## config.mk

```make
export PLATFORM = sky130hd
export DESIGN_NAME = ex_stage
export DESIGN_NICKNAME = d
export VERILOG_FILES = /design/src/rtl/ex_stage.sv
export SDC_FILE = /design/constraint.sdc
export NUM_CORES = 1
export LEC_CHECK = 0
export CORE_MARGIN = 2
export CORE_UTILIZATION = 50
export DETAILED_ROUTE_END_ITERATION = 12
export PLACE_DENSITY = 0.76
export SYNTH_ARGS = -nofsm -noshare
export SYNTH_HDL_FRONTEND = slang
export SYNTH_SLANG_ARGS = --single-unit
```

## constraint.sdc

```tcl
create_clock -name clk -period 5.3 [get_ports clk]
set_input_delay 1.06 -clock clk [delete_from_list [all_inputs] [get_ports clk]]
set_output_delay 1.06 -clock clk [all_outputs]
set_load 0.02 [all_outputs]
```

## src/rtl/ex_stage.sv

```systemverilog
// Execute stage: ALU, load/store address, forwarding taps and a
// 32-cycle restoring divider with HI/LO.
// Ports: clk, rst (async active-low), stall[5:0], id_to_ex_bus[143:0] in;
//   ex_to_mem_bus[75:0], data_sram_*, ex_*_o forwarding, stallreq_for_ex out.
module ex_stage (
    input  logic         clk,
    input  logic         rst,
    input  logic [5:0]   stall,
    input  logic [143:0] id_to_ex_bus,
    output logic [75:0]  ex_to_mem_bus,
    output logic         data_sram_en,
    output logic [3:0]   data_sram_wen,
    output logic [31:0]  data_sram_addr,
    output logic [31:0]  data_sram_wdata,
    output logic         ex_we_o,
    output logic [4:0]   ex_waddr_o,
    output logic [31:0]  ex_wdata_o,
    output logic         ex_is_load_o,
    output logic         stallreq_for_ex
);

    localparam logic [3:0] OP_ADD  = 4'd0;
    localparam logic [3:0] OP_SUB  = 4'd1;
    localparam logic [3:0] OP_AND  = 4'd2;
    localparam logic [3:0] OP_OR   = 4'd3;
    localparam logic [3:0] OP_XOR  = 4'd4;
    localparam logic [3:0] OP_NOR  = 4'd5;
    localparam logic [3:0] OP_SLL  = 4'd6;
    localparam logic [3:0] OP_SRL  = 4'd7;
    localparam logic [3:0] OP_SRA  = 4'd8;
    localparam logic [3:0] OP_SLT  = 4'd9;
    localparam logic [3:0] OP_SLTU = 4'd10;
    localparam logic [3:0] OP_LUI  = 4'd11;
    localparam logic [3:0] OP_DIV  = 4'd12;
    localparam logic [3:0] OP_DIVU = 4'd13;
    localparam logic [3:0] OP_MFHI = 4'd14;
    localparam logic [3:0] OP_MFLO = 4'd15;

    typedef enum logic [1:0] {
        S_IDLE,
        S_BUSY,
        S_DONE
    } div_state_e;

    logic [143:0] id_ex_q, id_ex_d;
    div_state_e   state_q, state_d;
    logic [4:0]   cnt_q, cnt_d;
    logic [31:0]  rem_q, rem_d;
    logic [31:0]  quo_q, quo_d;
    logic [31:0]  dvs_q, dvs_d;
    logic         qneg_q, qneg_d;
    logic         rneg_q, rneg_d;
    logic         dz_q, dz_d;
    logic [31:0]  hi_q, hi_d;
    logic [31:0]  lo_q, lo_d;

    logic [31:0] pc, src1, src2, sdata, ex_result;
    logic [3:0]  alu_op, ram_wen;
    logic        ram_en, sel_res, rf_we, rf_we_eff, is_div;
    logic [4:0]  waddr, shamt;

    logic [32:0] shifted, diff;
    logic [31:0] step_rem, step_quo;

    logic unused_stall;
    assign unused_stall = ^{stall[5:4], stall[1:0]};

    assign pc      = id_ex_q[143:112];
    assign alu_op  = id_ex_q[111:108];
    assign src1    = id_ex_q[107:76];
    assign src2    = id_ex_q[75:44];
    assign ram_en  = id_ex_q[43];
    assign ram_wen = id_ex_q[42:39];
    assign sel_res = id_ex_q[38];
    assign rf_we   = id_ex_q[37];
    assign waddr   = id_ex_q[36:32];
    assign sdata   = id_ex_q[31:0];
    assign shamt   = src1[4:0];

    assign is_div    = (alu_op == OP_DIV) || (alu_op == OP_DIVU);
    assign rf_we_eff = rf_we & ~is_div;

    // Bubble only when MEM keeps moving; otherwise EX simply holds.
    always_comb begin
        id_ex_d = id_ex_q;
        if (!stall[2]) begin
            id_ex_d = id_to_ex_bus;
        end else if (!stall[3]) begin
            id_ex_d = '0;
        end
    end

    always_comb begin
        ex_result = 32'h0;
        case (alu_op)
            OP_ADD:  ex_result = src1 + src2;
            OP_SUB:  ex_result = src1 - src2;
            OP_AND:  ex_result = src1 & src2;
            OP_OR:   ex_result = src1 | src2;
            OP_XOR:  ex_result = src1 ^ src2;
            OP_NOR:  ex_result = ~(src1 | src2);
            OP_SLL:  ex_result = src2 << shamt;
            OP_SRL:  ex_result = src2 >> shamt;
            OP_SRA:  ex_result = $signed(src2) >>> shamt;
            OP_SLT:  ex_result = {31'h0, $signed(src1) < $signed(src2)};
            OP_SLTU: ex_result = {31'h0, src1 < src2};
            OP_LUI:  ex_result = {src2[15:0], 16'h0};
            OP_MFHI: ex_result = hi_q;
            OP_MFLO: ex_result = lo_q;
            default: ex_result = 32'h0;
        endcase
    end

    assign ex_to_mem_bus   = {pc, ram_en, ram_wen, sel_res, rf_we_eff,
                              waddr, ex_result};
    assign data_sram_en    = ram_en;
    assign data_sram_wen   = ram_wen;
    assign data_sram_addr  = ex_result;
    assign data_sram_wdata = sdata;
    assign ex_we_o         = rf_we_eff;
    assign ex_waddr_o      = waddr;
    assign ex_wdata_o      = ex_result;
    assign ex_is_load_o    = ram_en & sel_res;

    // One restoring step: shift in the next dividend bit from quo_q.
    // With a zero divisor every trial succeeds, giving all-ones and
    // the dividend as remainder.
    assign shifted  = {rem_q, quo_q[31]};
    assign diff     = shifted - {1'b0, dvs_q};
    assign step_rem = diff[32] ? shifted[31:0] : diff[31:0];
    assign step_quo = {quo_q[30:0], ~diff[32]};

    assign stallreq_for_ex = ((state_q == S_IDLE) && is_div) ||
                             (state_q == S_BUSY);

    always_comb begin
        state_d = state_q;
        cnt_d   = cnt_q;
        rem_d   = rem_q;
        quo_d   = quo_q;
        dvs_d   = dvs_q;
        qneg_d  = qneg_q;
        rneg_d  = rneg_q;
        dz_d    = dz_q;
        hi_d    = hi_q;
        lo_d    = lo_q;
        case (state_q)
            S_IDLE: begin
                if (is_div) begin
                    state_d = S_BUSY;
                    cnt_d   = 5'd0;
                    rem_d   = 32'h0;
                    qneg_d  = (alu_op == OP_DIV) & (src1[31] ^ src2[31]);
                    rneg_d  = (alu_op == OP_DIV) & src1[31];
                    dz_d    = (src2 == 32'h0);
                    quo_d   = ((alu_op == OP_DIV) && src1[31]) ?
                              32'h0 - src1 : src1;
                    dvs_d   = ((alu_op == OP_DIV) && src2[31]) ?
                              32'h0 - src2 : src2;
                end
            end
            S_BUSY: begin
                rem_d = step_rem;
                quo_d = step_quo;
                cnt_d = cnt_q + 5'd1;
                if (cnt_q == 5'd31) begin
                    state_d = S_DONE;
                    hi_d    = rneg_q ? 32'h0 - step_rem : step_rem;
                    if (dz_q) begin
                        lo_d = 32'hFFFF_FFFF;
                    end else begin
                        lo_d = qneg_q ? 32'h0 - step_quo : step_quo;
                    end
                end
            end
            S_DONE: begin
                if (!stall[2]) begin
                    state_d = S_IDLE;
                end
            end
            default: state_d = S_IDLE;
        endcase
    end

    always_ff @(posedge clk or negedge rst) begin
        if (!rst) begin
            id_ex_q <= '0;
            state_q <= S_IDLE;
            cnt_q   <= 5'd0;
            rem_q   <= 32'h0;
            quo_q   <= 32'h0;
            dvs_q   <= 32'h0;
            qneg_q  <= 1'b0;
            rneg_q  <= 1'b0;
            dz_q    <= 1'b0;
            hi_q    <= 32'h0;
            lo_q    <= 32'h0;
        end else begin
            id_ex_q <= id_ex_d;
            state_q <= state_d;
            cnt_q   <= cnt_d;
            rem_q   <= rem_d;
            quo_q   <= quo_d;
            dvs_q   <= dvs_d;
            qneg_q  <= qneg_d;
            rneg_q  <= rneg_d;
            dz_q    <= dz_d;
            hi_q    <= hi_d;
            lo_q    <= lo_d;
        end
    end

endmodule

```

# After elaboration in Yosys (flattened, before gate mapping)
# Cells that the tools add are included.
# W data, S select, Z words.
[totals]
regBits = 314
inputBits = 152
out_inout_bits = 185
wordCells = 89
[op_classes]
addsub = 8
n_lt_le_gt_ge = 2
eq_ne = 22
shifts = 3
mux = 19
n_bitwise = 11
n_reduce_logical = 13
[op_table]
columns = ["op", "n"]
rows = [
  ["$pmux W32 S14", 1],
  ["$mux W144", 2],
  ["$mux W32", 8],
  ["$pmux W32 S2", 2],
  ["$sub A1 B32 Y32 const A", 4],
  ["$lt A32 B32 Y1", 2],
  ["$sub A33 B32 Y33", 1],
  ["$add A32 B32 Y32", 1],
  ["$and A32 B32 Y32", 1],
  ["$eq A4 B4 Y1 const B", 8],
  ["$logic_not A32 Y1", 1],
  ["$not A32 Y32", 1],
  ["$or A32 B32 Y32", 1],
  ["$shl A32 B5 Y32", 1],
  ["$shr A32 B5 Y32", 1],
  ["$sshr A32 B5 Y32", 1],
  ["$sub A32 B32 Y32", 1],
  ["$xor A32 B32 Y32", 1],
  ["$eq A4 B3 Y1 const B", 4],
  ["$pmux W5 S2", 1],
  ["$eq A4 B2 Y1 const B", 2],
  ["$mux W2", 3],
  ["$ne A2 B2 Y1 const B", 3],
  ["$pmux W2 S3", 1],
  ["other kinds (17)", 26],
]

# Logic depth before layout (Yosys ltp)
[logic_depth]
ltp_word = 5
depth_mapped = 27
ltp_nobuf = 23

# Least setup slack after synthesis
# Ideal clock, no wire load.
[synth_timing]
path_kind = "flip-flop to output port"
startpoint = "register id_ex_q[78]"
endpoint = "output port ex_to_mem_bus[30]"
t_arrival_ns = 4.778
required_ns = 4.240
setup_slack_ns = -0.538
path_stages_with_launch = 19
path_buffers = 4
cell_sequence = "dfrtp_1 -> clkbuf_1 -> clkinv_1 -> clkbuf_1 -> buf_1 -> ha_1 -> a21oi_1 -> o21bai_1 -> a2111oi_2 -> o21ai_1 -> o31ai_2 -> a31oi_1 -> or2_1 -> a21o_1 -> a21o_1 -> a2111oi_0 -> a311oi_1 -> o311ai_1 -> buf_4"
[synth_between]
elab_chain_cells = 2
elab_cells_between_ends = 6
cone_classes = "2 x add/sub; 3 x shift; 1 x mux"
[synth_lines]
columns = ["item", "line", "source"]
rows = [
  ["start, declared", "45", "logic [143:0] id_ex_q, id_ex_d;"],
  ["start signal, assigned", "199", "id_ex_q <= id_ex_d;"],
  ["$sub A32 B32 Y32 (tied with other cells)", "97", "OP_SUB: ex_result = src1 - src2;"],
  ["$pmux W32 S14 (*)", "95", "case (alu_op)"],
  ["end, declared", "10", "output logic [75:0] ex_to_mem_bus,"],
]
# Mark *: on every way between the ends. The rest lies on a longest branch, timed or not.

# Final worst setup path
[layout_timing]
startpoint = "register id_ex_q[76]"
endpoint = "output port data_sram_addr[30]"
[layout_between]
elab_chain_cells = 2
elab_cells_between_ends = 6
cone_classes = "2 x add/sub; 3 x shift; 1 x mux"
[layout_lines]
columns = ["item", "line", "source"]
rows = [
  ["$sub A32 B32 Y32 (tied with other cells)", "97", ""],
  ["$pmux W32 S14 (*)", "95", ""],
  ["end, declared", "13", "output logic [31:0] data_sram_addr,"],
]
# Marked as above.

==> results.sh <==
export IMPL_initial_standard_cell_utilization_of_the_core_pct=50.6
export IMPL_worst_endpoint_arrival_ps=4660
export IMPL_clock_power_share_pct=17.0
export IMPL_share_of_total_power_consumed_by_net_switching_pct=48.4
export IMPL_mappedNetlistNets=3705
export IMPL_cts_root_to_sink_buffers=3
export IMPL_finalWorstSetupSlack_ps=-424
export IMPL_fp_dieW_um=235
export IMPL_max_cap_viol_count=0
export IMPL_clk_transition_reported_paths_ps=60
export IMPL_dpl_cell_area_um2=30900
export IMPL_final_design_area_no_fill_um2=33100
export IMPL_synth_sequential_area_ratio_pct=29.6
export IMPL_worst_endpoint_required_ps=4240
export IMPL_num_nets_final=3996
export IMPL_synth_edff_count=0
export IMPL_worstMarginPinSlew_ps=1240
export IMPL_setup_reg_to_reg_worst_slack_ps=290
export IMPL_yosys_register_bits=314
export IMPL_detailedRoute_firstPassIterationCount=11
export IMPL_synth_area_um2=26600
export IMPL_timing_final_crit_period_ps=5720
export IMPL_fmax_ghz=0.175
export IMPL_core_area_um2=52600
export IMPL_cts_root_buf="sky130_fd_sc_hd__clkbuf_16"
export IMPL_power_static_leakage_uw=0.0147
export IMPL_grt_overflow_total=0
export IMPL_crit_path_max_fanout=3
export IMPL_placement_rows=84
export IMPL_power_density_nw_per_um2=485
export IMPL_finalCritPeriodShare_pct=108
export IMPL_drc_violations=0
export IMPL_viasPerCell=6.23
export IMPL_worst_reg2reg_endpoint="hi_q[28]"
export IMPL_timing_max_transition_violations_final=0
export IMPL_worst_setup_path_endpoint="data_sram_addr[30]"
export IMPL_timing_hold_violations_final=0
export IMPL_timing_critical_path_from_type="flip-flop"
export IMPL_design_portCount=337
export IMPL_antenna_found_initial=4
export IMPL_grt_start_max_net_pins=134
export IMPL_worst_hold_path_type="reg2reg"
export IMPL_place_detailed_instances=4326
export IMPL_synth_lib_cells_used_distinct=97
export IMPL_drt_first_iter_violations=3731
export IMPL_clk_insertion_delay_late_ps=590
export IMPL_area_growth_synth_to_final_pct=24.7
export IMPL_finalClockSkew_ps=31.7
export IMPL_crit_path_end_kind="primary output"
export IMPL_criticalPathCategory="reg2out"
export IMPL_stdcell_count=4425
export IMPL_slew_headroom_pct=17.2
export IMPL_num_vias=27600
export IMPL_hold_worst_slack_ps=475
export IMPL_dr_wl_cell_um=24.9
export IMPL_port_buffer_count=332
export IMPL_ctsHtreeMaxLevel=2
export IMPL_combinationalPowerShare_pct=61.1
export IMPL_fp_dieArea_um2=55000
export IMPL_die_height_um=235
export IMPL_synth_yosys_warnings=0
export IMPL_place_gp_congestion=1.07
export IMPL_violated_checks="setup timing"
export IMPL_worstRegToRegCells=22
export IMPL_startpoint_of_the_worst_setup_timing_path="id_ex_q[76]"
export IMPL_internal_power_of_the_cells_uw=8280
export IMPL_grt_first_pass_wirelength_um=162000
export IMPL_grt_pass1_vias=25700
export IMPL_run_status="finished with violations"
export IMPL_tritoncts_clock_tree="yes"
export IMPL_synthesis_area_per_instance_um2=7.78
export IMPL_track_usage_pct=39.3
export IMPL_hpwlAfterDp_um=82500
export IMPL_ctsHoldBuffers=0
export IMPL_async_reset_ff_share_pct=100
export IMPL_cts_buffers_inserted=39
export IMPL_report_final_setup_viol=19
export IMPL_fillerInstances=4573
export IMPL_power_sequential_fraction_pct=21.9
export IMPL_peakVddDrop_mv=0.403
export IMPL_syn_instance_count=3416
export IMPL_rr_startpoint="quo_q[31]"
export IMPL_detail_route_antenna_nets=0
export IMPL_net_switching_power_uw=7770
export IMPL_grt_setup_unrepaired="true"
export IMPL_ys_flop_type="sky130_fd_sc_hd__dfrtp_1"
export IMPL_post_route_cells_drive_above_1_share_pct=15.7
export IMPL_cts_sinks=314
export IMPL_routed_wl_um=110000
==> synthesized netlist by cell type (all sizes together) (26+ instances only) <==
library cell	instances	area (um2)
o21ai	473	2370
nand2	345	1300
dfrtp	314	7860
inv	289	1090
nor2	254	956
a21oi	220	1120
buf	193	1350
clkbuf	189	711
ha	134	1680
nand3	123	616
xnor2	121	1060
mux2i	95	963
a22oi	61	458
xor2	50	438
nor3	45	225
o31ai	33	258
a221oi	28	245
or3	27	169
a31oi	26	163
==> stage by stage <==
stage / TNS, ps / total power (uW) / setup WS [ps] / util (%)
global placement: -5340 / 12700 / -555 / 58.8
detailed placement: -6040 / 12900 / -540 / 58.8
global route: -6460 / 17000 / -488 / 63.0
finish: -3580 / 16100 / -424 / 63.0
floorplan: 0 / 10100 / 0.0173 / -
CTS: -3120 / 15700 / -373 / 62.0
==> worst min path at each step <==
stage | from | to | slack [ps] | cells after the start
6_report | id_ex_q[31] | id_ex_q[31] | 480 | 2
5_1_grt | id_ex_q[12] | id_ex_q[12] | 510 | 2
4_1_cts | lo_q[25] | lo_q[25] | 480 | 2
3_5_place_dp | lo_q[29] | lo_q[29] | 470 | 2
3_3_place_gp | id_ex_q[24] | id_ex_q[24] | 460 | 2
2_1_floorplan | lo_q[31] | lo_q[31] | 440 | 2
==> per-layer routing <==
layer | GRT usage (%) | part of all wire, %
met1 | 53.6 | 40
met2 | 57.5 | 42
met3 | 9.73 | 12
met4 | 21.0 | 6.3
met5 | 0 | 0.010
==> registers in the layout, summed over array words and instances (netlist names), 2 cells and up <==
register,count
id_ex_q,144
dvs_q,32
hi_q,32
lo_q,32
quo_q,32
rem_q,32
cnt_q,5
state_q,2
==> cell families (layout without fill, tap and decap cells) <==
| logic type | after synthesis | count (layout) | share of synthesized area, % |
|---|---|---|---|
| xor+xnor | 171 | 171 | 5.64 |
| buf+inv | 673 | 993 | 11.9 |
| compound gates | 1073 | 1073 | 25.0 |
| flops | 314 | 314 | 29.6 |
| simple gates | 923 | 923 | 15.6 |
| other cells | 0 | 1 | 0 |
| mux | 125 | 125 | 5.83 |
| fa+ha+maj | 137 | 137 | 6.54 |
==> worst max-delay path, stage by stage, from the launching register on <==
cell and delay [ps]:
sky130_fd_sc_hd__dfrtp_2 420, sky130_fd_sc_hd__ha_4 170, sky130_fd_sc_hd__fa_2 370, sky130_fd_sc_hd__a21oi_4 200
sky130_fd_sc_hd__o21bai_4 110, sky130_fd_sc_hd__a2111oi_4 320, sky130_fd_sc_hd__buf_4 200, sky130_fd_sc_hd__o21ai_4 80
sky130_fd_sc_hd__o31ai_4 280, sky130_fd_sc_hd__a31oi_1 150, sky130_fd_sc_hd__or2_1 250, sky130_fd_sc_hd__a21o_1 210
sky130_fd_sc_hd__a21o_1 220, sky130_fd_sc_hd__a2111oi_4 310, sky130_fd_sc_hd__a311oi_1 90, sky130_fd_sc_hd__o311ai_2 350
sky130_fd_sc_hd__buf_4 200, sky130_fd_sc_hd__buf_6 120
==> timing repair <==
action	4_1_cts	5_1_grt
setup endpoints to repair	79	87
buffers inserted	13	23
pin swaps	43	40
gates resized for setup	188	146
==> power by group through the flow <==
stage | registers (uW) | logic (uW) | clock network [uW]
2_1_floorplan | 3310 | 6800 | 0
3_3_place_gp | 3510 | 9240 | 0
3_5_place_dp | 3520 | 9350 | 0
4_1_cts | 3490 | 9450 | 2750
5_1_grt | 3570 | 10600 | 2830
6_report | 3520 | 9810 | 2720
==> placed cells by master (no fill, tap or decap), drive strengths merged, types with 11 or more instances in the layout <==
cell,synthesis,final
a31oi,26,26
dfrtp,314,314
o211ai,16,16
o31ai,33,33
ha,134,134
xor2,50,50
a221oi,28,28
nand4,15,15
o21ai,473,473
nor2,254,254
nor2b,15,15
mux2i,95,95
dlygate4sd2,0,13
o21a,16,16
nor4,24,24
a21o,24,24
nand2,345,345
nor3,45,45
o2111ai,11,11
o21bai,17,17
mux4,22,22
nand2b,18,18
nand3,123,123
inv,289,294
dlymetal6s2s,0,19
xnor2,121,121
or2,12,12
or3,27,27
a222oi,16,16
clkdlybuf4s50,0,266
a21oi,220,220
o41ai,16,16
a22oi,61,61
a211oi,18,18
clkbuf,189,65
buf,193,317
==> layout make-up <==
cell class | instances | area (um2) | share of cell area (%)
Multi-Input combinational cell | 2429 | 16300 | 49.2
Inverter | 291 | 1110 | 3.34
Sequential cell | 314 | 7860 | 23.7
Clock inverter | 19 | 180 | 0.544
Clock buffer | 51 | 1080 | 3.26
Timing Repair Buffer | 632 | 5730 | 17.3
Antenna cell | 1 | 2.50 | 0.00755
Tap cell | 688 | 861 | 2.60
Note: power is estimated with default switching activity, not from simulation.
